`config.mk`:
```
export PLATFORM = sky130hd
export DESIGN_NAME = usb_txn_engine
export DESIGN_NICKNAME = d
export VERILOG_FILES = /design/src/rtl/usb_pkg.sv /design/src/rtl/usb_timer.sv /design/src/rtl/usb_txn_engine.sv
export SDC_FILE = /design/constraint.sdc
export NUM_CORES = 1
export LEC_CHECK = 0
export ABC_CLOCK_PERIOD_IN_PS = 2400
export CAP_MARGIN = 20
export CELL_PAD_IN_SITES_DETAIL_PLACEMENT = 1
export CELL_PAD_IN_SITES_GLOBAL_PLACEMENT = 1
export CORE_MARGIN = 2
export CORE_UTILIZATION = 36
export CTS_CLUSTER_DIAMETER = 100
export DETAILED_ROUTE_END_ITERATION = 10
export PLACE_DENSITY_LB_ADDON = 0.1
export SYNTH_ARGS = -nofsm -noshare
export SYNTH_HDL_FRONTEND = slang
export SYNTH_SLANG_ARGS = --single-unit
```
`constraint.sdc`:
```
create_clock -name clk -period 2.4 [get_ports clk]
set_clock_uncertainty 0.1 [all_clocks]
set_input_delay 0.72 -clock clk [delete_from_list [all_inputs] [get_ports clk]]
set_output_delay 0.72 -clock clk [all_outputs]
set_load 0.03 [all_outputs]
```
`src/rtl/usb_pkg.sv`:
```
// usb_pkg: shared PID codes, direction constants, packet-kind and FSM state
// enums for the USB host transaction engine.
package usb_pkg;

    // PID bytes, check nibble included
    localparam logic [7:0] PID_OUT   = 8'hE1;
    localparam logic [7:0] PID_IN    = 8'h69;
    localparam logic [7:0] PID_DATA0 = 8'hC3;
    localparam logic [7:0] PID_DATA1 = 8'h4B;
    localparam logic [7:0] PID_ACK   = 8'hD2;
    localparam logic [7:0] PID_NAK   = 8'h5A;

    localparam logic DIR_OUT = 1'b0;
    localparam logic DIR_IN  = 1'b1;

    typedef enum logic [1:0] {
        KIND_TOKEN = 2'd0,
        KIND_DATA  = 2'd1,
        KIND_HS    = 2'd2
    } tx_kind_t;

    typedef enum logic [2:0] {
        S_IDLE      = 3'd0,
        S_TOKEN     = 3'd1,
        S_DATA_TX   = 3'd2,
        S_WAIT_HS   = 3'd3,
        S_WAIT_DATA = 3'd4,
        S_HS_TX     = 3'd5,
        S_DONE      = 3'd6
    } state_t;

    function automatic logic is_data_pid(input logic [7:0] pid);
        return (pid == PID_DATA0) || (pid == PID_DATA1);
    endfunction

endpackage

```
`src/rtl/usb_timer.sv`:
```
// usb_timer: response timeout counter. Held at zero while i_clr is high,
// counts while i_en is high and saturates at TIMEOUT_LEN; o_timeout is high
// whenever the count equals TIMEOUT_LEN.
module usb_timer #(
    parameter int TIMEOUT_LEN = 255
) (
    input  logic clk,
    input  logic rst_b,
    input  logic i_en,
    input  logic i_clr,
    output logic o_timeout
);
    localparam int            CW    = $clog2(TIMEOUT_LEN + 1);
    localparam logic [CW-1:0] LIMIT = CW'(TIMEOUT_LEN);

    logic [CW-1:0] r_cnt;

    // saturating cycle counter, cleared outside the wait states
    always_ff @(posedge clk or negedge rst_b) begin
        if (!rst_b)                       r_cnt <= '0;
        else if (i_clr)                   r_cnt <= '0;
        else if (i_en && r_cnt != LIMIT)  r_cnt <= r_cnt + 1'b1;
    end

    assign o_timeout = (r_cnt == LIMIT);

endmodule

```
`src/rtl/usb_txn_engine.sv`:
```
// usb_txn_engine: host-side USB transaction engine. Runs one IN/OUT request
// at a time, emits token/DATA/handshake packets, retries on NAK, corruption
// or timeout, and reports status, retry count and IN payload.
// Optional feature macro: USB_DATA_TOGGLE_EN (per-endpoint DATA0/DATA1 toggle).
// Handshakes (req, tx): a transfer occurs on a cycle with valid & ready both
// high; once valid is raised it and its payload stay stable until transfer.
module usb_txn_engine
    import usb_pkg::*;
#(
    parameter int DATA_W      = 64,
    parameter int NUM_EP      = 16,
    parameter int MAX_RETRY   = 8,
    parameter int TIMEOUT_LEN = 255
) (
    input  logic              clk,
    input  logic              rst_b,
    input  logic              req_valid,
    output logic              req_ready,
    input  logic              req_dir,
    input  logic [6:0]        req_addr,
    input  logic [3:0]        req_endp,
    input  logic [DATA_W-1:0] req_data,
    output logic              resp_valid,
    output logic              resp_ok,
    output logic [7:0]        resp_retries,
    output logic [DATA_W-1:0] resp_data,
    output logic              tx_valid,
    input  logic              tx_ready,
    output logic [1:0]        tx_kind,
    output logic [7:0]        tx_pid,
    output logic [10:0]       tx_token,
    output logic [DATA_W-1:0] tx_data,
    input  logic              rx_valid,
    input  logic [7:0]        rx_pid,
    input  logic [DATA_W-1:0] rx_data,
    input  logic              rx_corrupt,
    input  logic              toggle_clr,
    output state_t            dbg_state
);
    localparam logic [7:0] MAX_R = 8'(MAX_RETRY);

    state_t            r_state, w_next;
    logic              r_init;
    logic              r_dir;
    logic [6:0]        r_addr;
    logic [3:0]        r_endp;
    logic [DATA_W-1:0] r_data, r_rxd, r_resp_data;
    logic [7:0]        r_retries, r_resp_retries;
    logic              r_hs_ack, r_dup, r_resp_ok;

    logic w_waiting, w_timeout, w_accept;
    logic w_go_retry, w_finish, w_finish_ok, w_latch_rx;
    logic w_queue_hs, w_hs_ack, w_dup, w_flip, w_pid_match;
    logic [7:0] w_data_pid;

    assign w_waiting = (r_state == S_WAIT_HS) || (r_state == S_WAIT_DATA);

    usb_timer #(.TIMEOUT_LEN(TIMEOUT_LEN)) u_timer (
        .clk       (clk),
        .rst_b     (rst_b),
        .i_en      (w_waiting),
        .i_clr     (!w_waiting),
        .o_timeout (w_timeout)
    );

`ifdef USB_DATA_TOGGLE_EN
    logic [NUM_EP-1:0] r_toggle;
    logic              r_out_tog;
    logic              w_tog;

    // toggle bit of the latched endpoint
    always_comb begin
        w_tog = 1'b0;
        for (int i = 0; i < NUM_EP; i++)
            if (r_endp == 4'(i)) w_tog = r_toggle[i];
    end

    // toggle storage; a clear beats a same-cycle flip
    always_ff @(posedge clk or negedge rst_b) begin
        if (!rst_b) begin
            r_toggle  <= '0;
            r_out_tog <= 1'b0;
        end else begin
            if (toggle_clr)
                r_toggle <= '0;
            else if (w_flip)
                for (int i = 0; i < NUM_EP; i++)
                    if (r_endp == 4'(i)) r_toggle[i] <= ~r_toggle[i];
            // freeze the OUT DATA PID at token time so tx_pid stays stable
            if (r_state == S_TOKEN && tx_ready) r_out_tog <= w_tog;
        end
    end

    assign w_pid_match = ((rx_pid == PID_DATA1) == w_tog);
    assign w_data_pid  = r_out_tog ? PID_DATA1 : PID_DATA0;
`else
    logic w_unused_toggle;
    assign w_unused_toggle = toggle_clr ^ w_flip;
    assign w_pid_match     = 1'b1;
    assign w_data_pid      = PID_DATA0;
`endif

    assign req_ready    = (r_state == S_IDLE) && r_init;
    assign w_accept     = req_valid && req_ready;
    assign resp_valid   = (r_state == S_DONE);
    assign resp_ok      = r_resp_ok;
    assign resp_retries = r_resp_retries;
    assign resp_data    = r_resp_data;
    assign dbg_state    = r_state;

    // state register
    always_ff @(posedge clk or negedge rst_b) begin
        if (!rst_b) r_state <= S_IDLE;
        else        r_state <= w_next;
    end

    // next-state, control strobes and tx packet outputs
    always_comb begin
        w_next      = r_state;
        w_go_retry  = 1'b0;
        w_finish    = 1'b0;
        w_finish_ok = 1'b0;
        w_latch_rx  = 1'b0;
        w_queue_hs  = 1'b0;
        w_hs_ack    = 1'b0;
        w_dup       = 1'b0;
        w_flip      = 1'b0;
        tx_valid    = 1'b0;
        tx_kind     = KIND_TOKEN;
        tx_pid      = 8'h00;
        tx_token    = 11'h000;
        tx_data     = '0;
        case (r_state)
            S_IDLE: if (w_accept) w_next = S_TOKEN;
            S_TOKEN: begin
                tx_valid = 1'b1;
                tx_pid   = (r_dir == DIR_IN) ? PID_IN : PID_OUT;
                tx_token = {r_addr, r_endp};
                if (tx_ready) w_next = (r_dir == DIR_IN) ? S_WAIT_DATA : S_DATA_TX;
            end
            S_DATA_TX: begin
                tx_valid = 1'b1;
                tx_kind  = KIND_DATA;
                tx_pid   = w_data_pid;
                tx_data  = r_data;
                if (tx_ready) w_next = S_WAIT_HS;
            end
            S_WAIT_HS: begin
                if (rx_valid) begin
                    if (!rx_corrupt && rx_pid == PID_ACK) begin
                        w_finish    = 1'b1;
                        w_finish_ok = 1'b1;
                        w_flip      = 1'b1;
                    end else begin
                        w_go_retry = 1'b1;
                    end
                end else if (w_timeout) begin
                    w_go_retry = 1'b1;
                end
            end
            S_WAIT_DATA: begin
                if (rx_valid) begin
                    if (rx_corrupt) begin
                        w_queue_hs = 1'b1;
                    end else if (is_data_pid(rx_pid)) begin
                        w_queue_hs = 1'b1;
                        w_hs_ack   = 1'b1;
                        if (w_pid_match) begin
                            w_latch_rx = 1'b1;
                            w_flip     = 1'b1;
                        end else begin
                            w_dup = 1'b1;
                        end
                    end
                end else if (w_timeout) begin
                    w_go_retry = 1'b1;
                end
            end
            S_HS_TX: begin
                tx_valid = 1'b1;
                tx_kind  = KIND_HS;
                tx_pid   = r_hs_ack ? PID_ACK : PID_NAK;
                if (tx_ready) begin
                    if (r_hs_ack && !r_dup) begin
                        w_finish    = 1'b1;
                        w_finish_ok = 1'b1;
                    end else begin
                        w_go_retry = 1'b1;
                    end
                end
            end
            S_DONE:  w_next = S_IDLE;
            default: w_next = S_IDLE;
        endcase
        if (w_queue_hs) w_next = S_HS_TX;
        if (w_go_retry) begin
            if (r_retries < MAX_R) w_next = S_TOKEN;
            else                   w_finish = 1'b1;
        end
        if (w_finish) w_next = S_DONE;
    end

    // request latch, retry count, received payload and response registers
    always_ff @(posedge clk or negedge rst_b) begin
        if (!rst_b) begin
            r_init         <= 1'b0;
            r_dir          <= 1'b0;
            r_addr         <= '0;
            r_endp         <= '0;
            r_data         <= '0;
            r_rxd          <= '0;
            r_retries      <= '0;
            r_hs_ack       <= 1'b0;
            r_dup          <= 1'b0;
            r_resp_ok      <= 1'b0;
            r_resp_retries <= '0;
            r_resp_data    <= '0;
        end else begin
            r_init <= 1'b1;
            if (w_accept) begin
                r_dir     <= req_dir;
                r_addr    <= req_addr;
                r_endp    <= req_endp;
                r_data    <= req_data;
                r_rxd     <= '0;
                r_retries <= '0;
            end
            if (w_go_retry && r_retries < MAX_R) r_retries <= r_retries + 8'd1;
            if (w_latch_rx) r_rxd <= rx_data;
            if (w_queue_hs) begin
                r_hs_ack <= w_hs_ack;
                r_dup    <= w_dup;
            end
            if (w_finish) begin
                r_resp_ok      <= w_finish_ok;
                r_resp_retries <= r_retries;
                r_resp_data    <= w_finish_ok ? r_rxd : '0;
            end
        end
    end

endmodule

```
==> impl_metrics.py, run 1 <==
metrics = {
    "outcome": {
        "status": "complete, but fails checks",
        "violations": "negative setup slack",
    },
    "cts": {
        "cts.reportedPaths.clkPinSlew_ps": 60,
        "cts_tree": "yes",
        "cts_buffers": 28,
        "clock_latency_ps": 530,
        "htree_levels": 1,
        "cts_buffer_depth": 3,
        "clock-sinks": 234,
        "clockRootBuffer": "clkbuf_16",
    },
    "min_path": {
        "holdCritPathClass": "flop to flop",
    },
    "detailed_routing": {
        "vias": 8424,
        "wl_met1_um": 14000,
        "wl_um": 34000,
        "dr_wl_met3_um": 2260,
        "viasPerCell": 4.91,
        "drc_errors": 0,
        "routed-wl-met2_um": 17000,
        "routed.top_layer": "met4",
        "routedWlPerCell_um": 19.8,
        "first_pass_iters": 4,
        "antenna_left": 0,
        "drt-initial-drc-count": 389,
    },
    "synth": {
        "synth_area_leaders": "dfrtp_1 57%, nand2_1 9.8%, mux2_2 8.4%",
        "synth.avg_cell_area_um2": 10.7,
        "synth_edf_count": 0,
        "ys_seq_area_frac": 0.572,
        "netlist.area_leader.share": 0.572,
        "synthesis.area_um2": 10200,
        "synthArstFlopShare": 1.00,
        "ys_ff_latch": 234,
        "syn_nets": 1112,
        "synth_cell_types": 57,
        "syn_inst": 955,
        "synth_area_leader_cell": "dfrtp_1",
        "ys.flop_type": "dfrtp_1",
        "yosysWarnings": 0,
    },
    "timing": {
        "maxSlewViolCount": 0,
        "finalSetupViolations": 87,
        "tns_ps": -23360,
        "period_share": 1.14,
        "hold_viol": 0,
        "whs_ps": 377,
        "worstMarginPinSlew_ps": 497,
        "min_period_ps": 2750,
        "rsz0062_at_grt": "true",
        "max_freq_mhz": 364,
        "fin_ws_ps": -346,
        "max-slew-margin-rel": 0.667,
    },
    "grt": {
        "globalRouteOverflowTotal": 0,
        "grt_pass1_vias": 8953,
        "grt_first_pass_wirelength_um": 51300,
        "grt_max_degree": 63,
        "antenna_found_initial": 3,
        "grt.total_usage": 0.215,
    },
    "power_and_ir_drop": {
        "p_leak_nw": 7.48,
        "clkPwrFrac": 0.281,
        "p_per_area_nw_per_um2": 920,
        "internal_power_mw": 9.95,
        "ir_drop_mv": 0.494,
        "p_comb_frac": 0.365,
        "p_sw_frac": 0.318,
        "total_power_mw": 14.6,
        "seq_power_share": 0.354,
        "switchingPower_mw": 4.64,
    },
    "finish": {
        "areaGrowthSynthToFinish_pct": 54.9,
        "fin_area_um2": 15900,
        "drive_gt1_frac": 0.341,
        "fillers": 2928,
        "nNetsFinal": 1477,
        "final-instance-count-excl-fill": 1716,
        "final_util": 0.569,
    },
    "place": {
        "dp_slack_ps": -565,
        "dp.cells": 1640,
        "gp_congestion": 0.784,
        "place_area_um2": 14100,
        "io_buffers": 316,
        "hpwl_um": 21500,
    },
    "floorplan": {
        "die_x_um": 173,
        "initial_utilization": 0.367,
        "dieArea_um2": 29800,
        "rows": 61,
        "fp.coreArea_um2": 27900,
        "die_h_um": 173,
        "io_pins": 319,
    },
    "worst_setup_path": {
        "critPathSlowestCell": "dfrtp_2",
        "path_cells": "nor3b_4, buf_6, buf_6, or3_4, buf_6",
        "cp-start-kind": "flop",
        "crit_top_cell": "buf_6",
        "crit_type": "flop to primary output",
        "crit_fanout": 7,
        "critPathArrivalTime_ps": 1930,
        "endpoint_kind": "primary output",
        "required_ps": 1580,
        "max_stage_delay_ps": 450,
        "cp.buffers_inverters": 3,
        "cp_top_family": "simple AND/OR/NAND/NOR gates",
    },
    "flow_run": {
        "drv_cap": 0,
    },
}
==> power by group through the flow <==
stage	combinational (mW)	sequential, mW	clock, mW
global placement	4.04	5.10	0
global route	5.60	5.26	4.37
finish	5.33	5.17	4.09
floorplan	2.42	5.11	0
CTS	4.83	5.07	4.21
detailed placement	4.11	5.15	0
==> flip-flops by register name (all words and copies together), names as in the netlist <==
name,flops
dbg_state,3
r_addr,7
r_data,64
r_dir,1
r_endp,4
r_hs_ack,1
r_init,1
r_retries,8
r_rxd,64
resp_data,64
resp_ok,1
resp_retries,8
u_timer.r_cnt,8
==> path summary, 6_finish.rpt <==
| check | startpoint | to | slack (ps) | cells after the start |
|---|---|---|---|---|
| setup reg to reg | dbg_state[1] | resp_retries[4] | 160 | 8 |
| min in group asynchronous | rst_b | r_data[17] | 600 | 2 |
| hold / removal | r_rxd[28] | resp_data[28] | 380 | 2 |
| setup / recovery | dbg_state[0] | tx_valid | -350 | 5 |
| hold reg to reg | r_rxd[28] | resp_data[28] | 380 | 2 |
| max in group asynchronous | rst_b | dbg_state[0] | 910 | 3 |
==> kinds of logic after synthesis <==
family,after synthesis,share of synthesized area
compound gates,166,0.115
xor+xnor,3,0.00257
fa+ha+maj,2,0.00244
buf+inv,68,0.0352
flops,234,0.572
mux,81,0.0900
other cells,2,0.000734
simple gates,399,0.182
==> Yosys cell counts (all sizes together) (5+ instances only) <==
master	number
nand3b	5
dfrtp	234
buf	28
a32o	6
nor2	12
nand2	268
a21oi	5
mux2	79
o21ai	134
a31oi	5
clkbuf	38
and2	80
==> layer usage <==
layer | global-route usage | vias up
li1 | - | 3908
met1 | 0.264 | 4203
met2 | 0.375 | 264
met3 | 0.0605 | 49
met4 | 0.0481 | 0
met5 | 0 | -
==> layout by cell type (no fill, tap or decap), types with 3 or more instances in the layout <==
cell type and count:
nand2_1 266, dfrtp_1 231, clkdlybuf4s50_1 148, buf_6 97, mux2_2 76, and2_4 69
dlygate4sd2_1 69, o21ai_0 68, o21ai_2 59, buf_4 43, clkbuf_16 32, buf_12 21
nor2_1 10, clkbuf_1 8, dlymetal6s2s_1 8, and2_2 6, clkbuf_8 6, o21ai_1 5
a21oi_1 5, a31oi_1 5, and2_1 5, nand3b_1 5, a32o_1 5, nand3_1 4
buf_16 4, buf_8 4, nor3b_4 3, mux2_4 3, nor3_1 3, dfrtp_2 3
==> what timing repair did <==
item                       4_1_cts  5_1_grt
hold endpoints to repair        34        0
gates cloned                     3        5
setup endpoints to repair      162      148
resized for setup              197       85
setup buffers                   13        8
hold buffers                     1        0
pin swaps                       11       44
==> cell type report <==
class                   instances  area (µm²)  area share
diodes                          2        5.00    0.000316
clock buffers                  43         838      0.0529
clock inverters                 3        40.0     0.00253
inverters                       2        11.3    0.000710
multi-input cells             653        4320       0.273
flip-flops and latches        234        5860       0.370
well taps                     378         473      0.0298
repair buffers                401        4300       0.271
==> worst register-to-register path, cell delays in order (launching register included) <==
cell and delay [ps]:
dfrtp_2 410, buf_6 140, buf_6 120, nor3b_2 190, nor4b_2 320, a221oi_4 70
buf_12 160, or2_1 310, a32o_1 290
(Power assumes the default switching activity.)
==> run 2, diff against run 1 <==
--- a/config.mk
+++ b/config.mk
@@ -5,7 +5,7 @@
 export SDC_FILE = /design/constraint.sdc
 export NUM_CORES = 1
 export LEC_CHECK = 0
-export ABC_CLOCK_PERIOD_IN_PS = 2400
+export ABC_CLOCK_PERIOD_IN_PS = 3100
 export CAP_MARGIN = 20
 export CELL_PAD_IN_SITES_DETAIL_PLACEMENT = 1
 export CELL_PAD_IN_SITES_GLOBAL_PLACEMENT = 1
==> constraint.sdc (replaced) <==
create_clock -name clk -period 3.1 [get_ports clk]
set_clock_uncertainty 0.1 [all_clocks]
set_input_delay 0.93 -clock clk [delete_from_list [all_inputs] [get_ports clk]]
set_output_delay 0.93 -clock clk [all_outputs]
set_load 0.03 [all_outputs]
==> impl_metrics.py, run 2 (synthesized netlist as in run 1, its figures left out) <==
metrics = {
    "power_and_ir_drop": {
        "p_leak_nw": 6.69,
        "switchingPower_mw": 3.38,
        "internal_power_mw": 7.16,
        "clkPwrFrac": 0.297,
        "p_comb_frac": 0.330,
        "p_sw_frac": 0.321,
        "p_per_area_nw_per_um2": 699,
        "seq_power_share": 0.373,
        "ir_drop_mv": 0.313,
    },
    "detailed_routing": {
        "drt-initial-drc-count": 387,
        "viasPerCell": 4.86,
        "antenna_left": 0,
        "routedWlPerCell_um": 18.9,
        "vias": 8192,
        "wl_um": 31800,
        "drc_errors": 0,
        "first_pass_iters": 4,
    },
    "worst_setup_path": {
        "worstRegToRegCells": 8,
        "crit_fanout": 9,
        "critPathArrivalTime_ps": 2030,
        "crit_type": "flop to primary output",
        "endpoint_kind": "primary output",
        "required_ps": 2070,
        "cp-start-kind": "flop",
        "r2r-end": "resp_data[0]",
        "reg2reg_slack_ps": 620,
        "timing.rr.start": "u_timer.r_cnt[0]",
    },
    "finish": {
        "final_cell_mix": "267 x nand2_1, 233 x dfrtp_1, 228 x clkdlybuf4s50_1, 86 x buf_4, 76 x mux2_2",
        "nNetsFinal": 1444,
        "drive_gt1_frac": 0.272,
        "diodes": 0,
        "mostFrequentLayoutCell": "nand2_1",
        "fillers": 2987,
        "final_util": 0.541,
        "areaGrowthSynthToFinish_pct": 47.3,
    },
    "min_path": {
        "holdCritPathClass": "input port to async pin",
    },
    "grt": {
        "busiest_layer": "met2",
        "grt.total_usage": 0.207,
        "globalRouteOverflowTotal": 0,
        "antenna_found_initial": 0,
        "grt_first_pass_wirelength_um": 49700,
        "met1_usage": 0.260,
        "met2_usage": 0.352,
        "grt_pass1_vias": 8777,
        "grt_util_met3": 0.0655,
        "grt_max_degree": 76,
    },
    "timing": {
        "maxSlewViolCount": 0,
        "worstMarginPinSlew_ps": 641,
        "finalSetupViolations": 0,
        "period_share": 0.986,
        "fin_ws_ps": 43.7,
        "min_period_ps": 3060,
        "max_freq_mhz": 327,
        "rsz0062_at_grt": "true",
        "hold_viol": 0,
        "max-slew-margin-rel": 0.573,
    },
    "place": {
        "dp_slack_ps": -83.0,
        "gp_congestion": 0.793,
        "io_buffers": 316,
        "hpwl_um": 21000,
    },
    "cts": {
        "cts_buffers": 27,
        "cts.reportedPaths.clkPinSlew_ps": 60,
        "cts_tree": "yes",
        "cts_buffer_depth": 3,
        "htree_levels": 1,
        "clock-sinks": 234,
        "clockRootBuffer": "clkbuf_16",
        "clock_latency_ps": 530,
    },
    "floorplan": {
        "die_x_um": 173,
        "initial_utilization": 0.367,
        "die_h_um": 173,
        "dieArea_um2": 29800,
        "fp.coreArea_um2": 27900,
        "io_pins": 319,
        "rows": 61,
    },
    "flow_run": {
        "drv_cap": 0,
    },
    "outcome": {
        "status": "finished, final reports clean",
    },
}
==> run 2: changes by cell type in the layout (fill, tap and decap cells not counted), moves of 4 or more <==
cell,before,now
and2_2,6,0
buf_4,43,86
and2_1,5,69
o21ai_0,68,73
buf_6,97,29
buf_12,21,16
dlymetal6s2s_1,8,1
dlygate4sd2_1,69,2
clkbuf_8,6,10
clkbuf_1,8,3
clkinv_2,2,7
and2_4,69,11
clkdlybuf4s50_1,148,228
o21ai_1,5,0
==> run 2: layout make-up <==
type,instances,area (µm²),share of cell area
sequential,234,5860,0.388
clock buffer,40,825,0.0547
clock inverter,10,58.8,0.00390
tap,378,473,0.0314
multi-input combinational,653,4110,0.273
inverter,2,7.51,0.000498
timing repair buffer,369,3750,0.249
==> run 2: through the flow <==
stage / cells / hold WS (ps) / TNS [ps] / total power, mW / instance area, µm²
finish: 1686 / 284 / 0 / 10.5 / 15100
global route: 1686 / 314 / -192 / 11.0 / 15100
CTS: 1681 / 295 / 0 / 10.4 / 14900
detailed placement: 1624 / 365 / -3430 / 7.10 / 13900
global placement: 1624 / 359 / -41.4 / 6.99 / 13900
floorplan: 955 / 350 / 0 / 5.78 / 10200
==> run 2: worst max path at each step <==
stage | slack, ps | endpoint | startpoint | depth (start not counted)
final | 40 | tx_data[62] | dbg_state[2] | 6
after global routing | -30 | tx_pid[7] | dbg_state[2] | 6
after CTS | 10 | tx_data[16] | dbg_state[0] | 6
after detailed placement | -80 | r_rxd[53] | rx_pid[5] | 7
after global placement | -20 | resp_data[2] | rx_pid[1] | 8
after floorplan | 100 | tx_token[1] | dbg_state[0] | 4
==> run 2: worst max-delay path, stage by stage, from the launching register on <==
cell	delay [ps]
dfrtp_1	420
buf_6	150
nor3b_4	240
buf_6	190
clkbuf_16	180
and2_1	160
buf_6	140
==> run 2: timing repair <==
item | in CTS | in global routing
gates cloned | 2 | 3
setup endpoints to repair | 72 | 38
hold buffers | 0 | 0
pin swaps | 0 | 1
buffers inserted | 5 | 2
resized for setup | 14 | 39
==> run 2: per-layer routing <==
layer  up-vias  part of all wire
met5         -                 0
met4         0             0.016
met3        34             0.078
met2       245              0.49
met1      4059              0.42
li1       3854                 -
==> run 2: power groups by stage <==
stage | clock, mW | sequential [mW] | combinational [mW]
finish | 3.12 | 3.93 | 3.48
global route | 3.34 | 3.99 | 3.69
CTS | 3.23 | 3.92 | 3.29
detailed placement | 0 | 3.98 | 3.13
global placement | 0 | 3.93 | 3.06
floorplan | 0 | 3.95 | 1.83
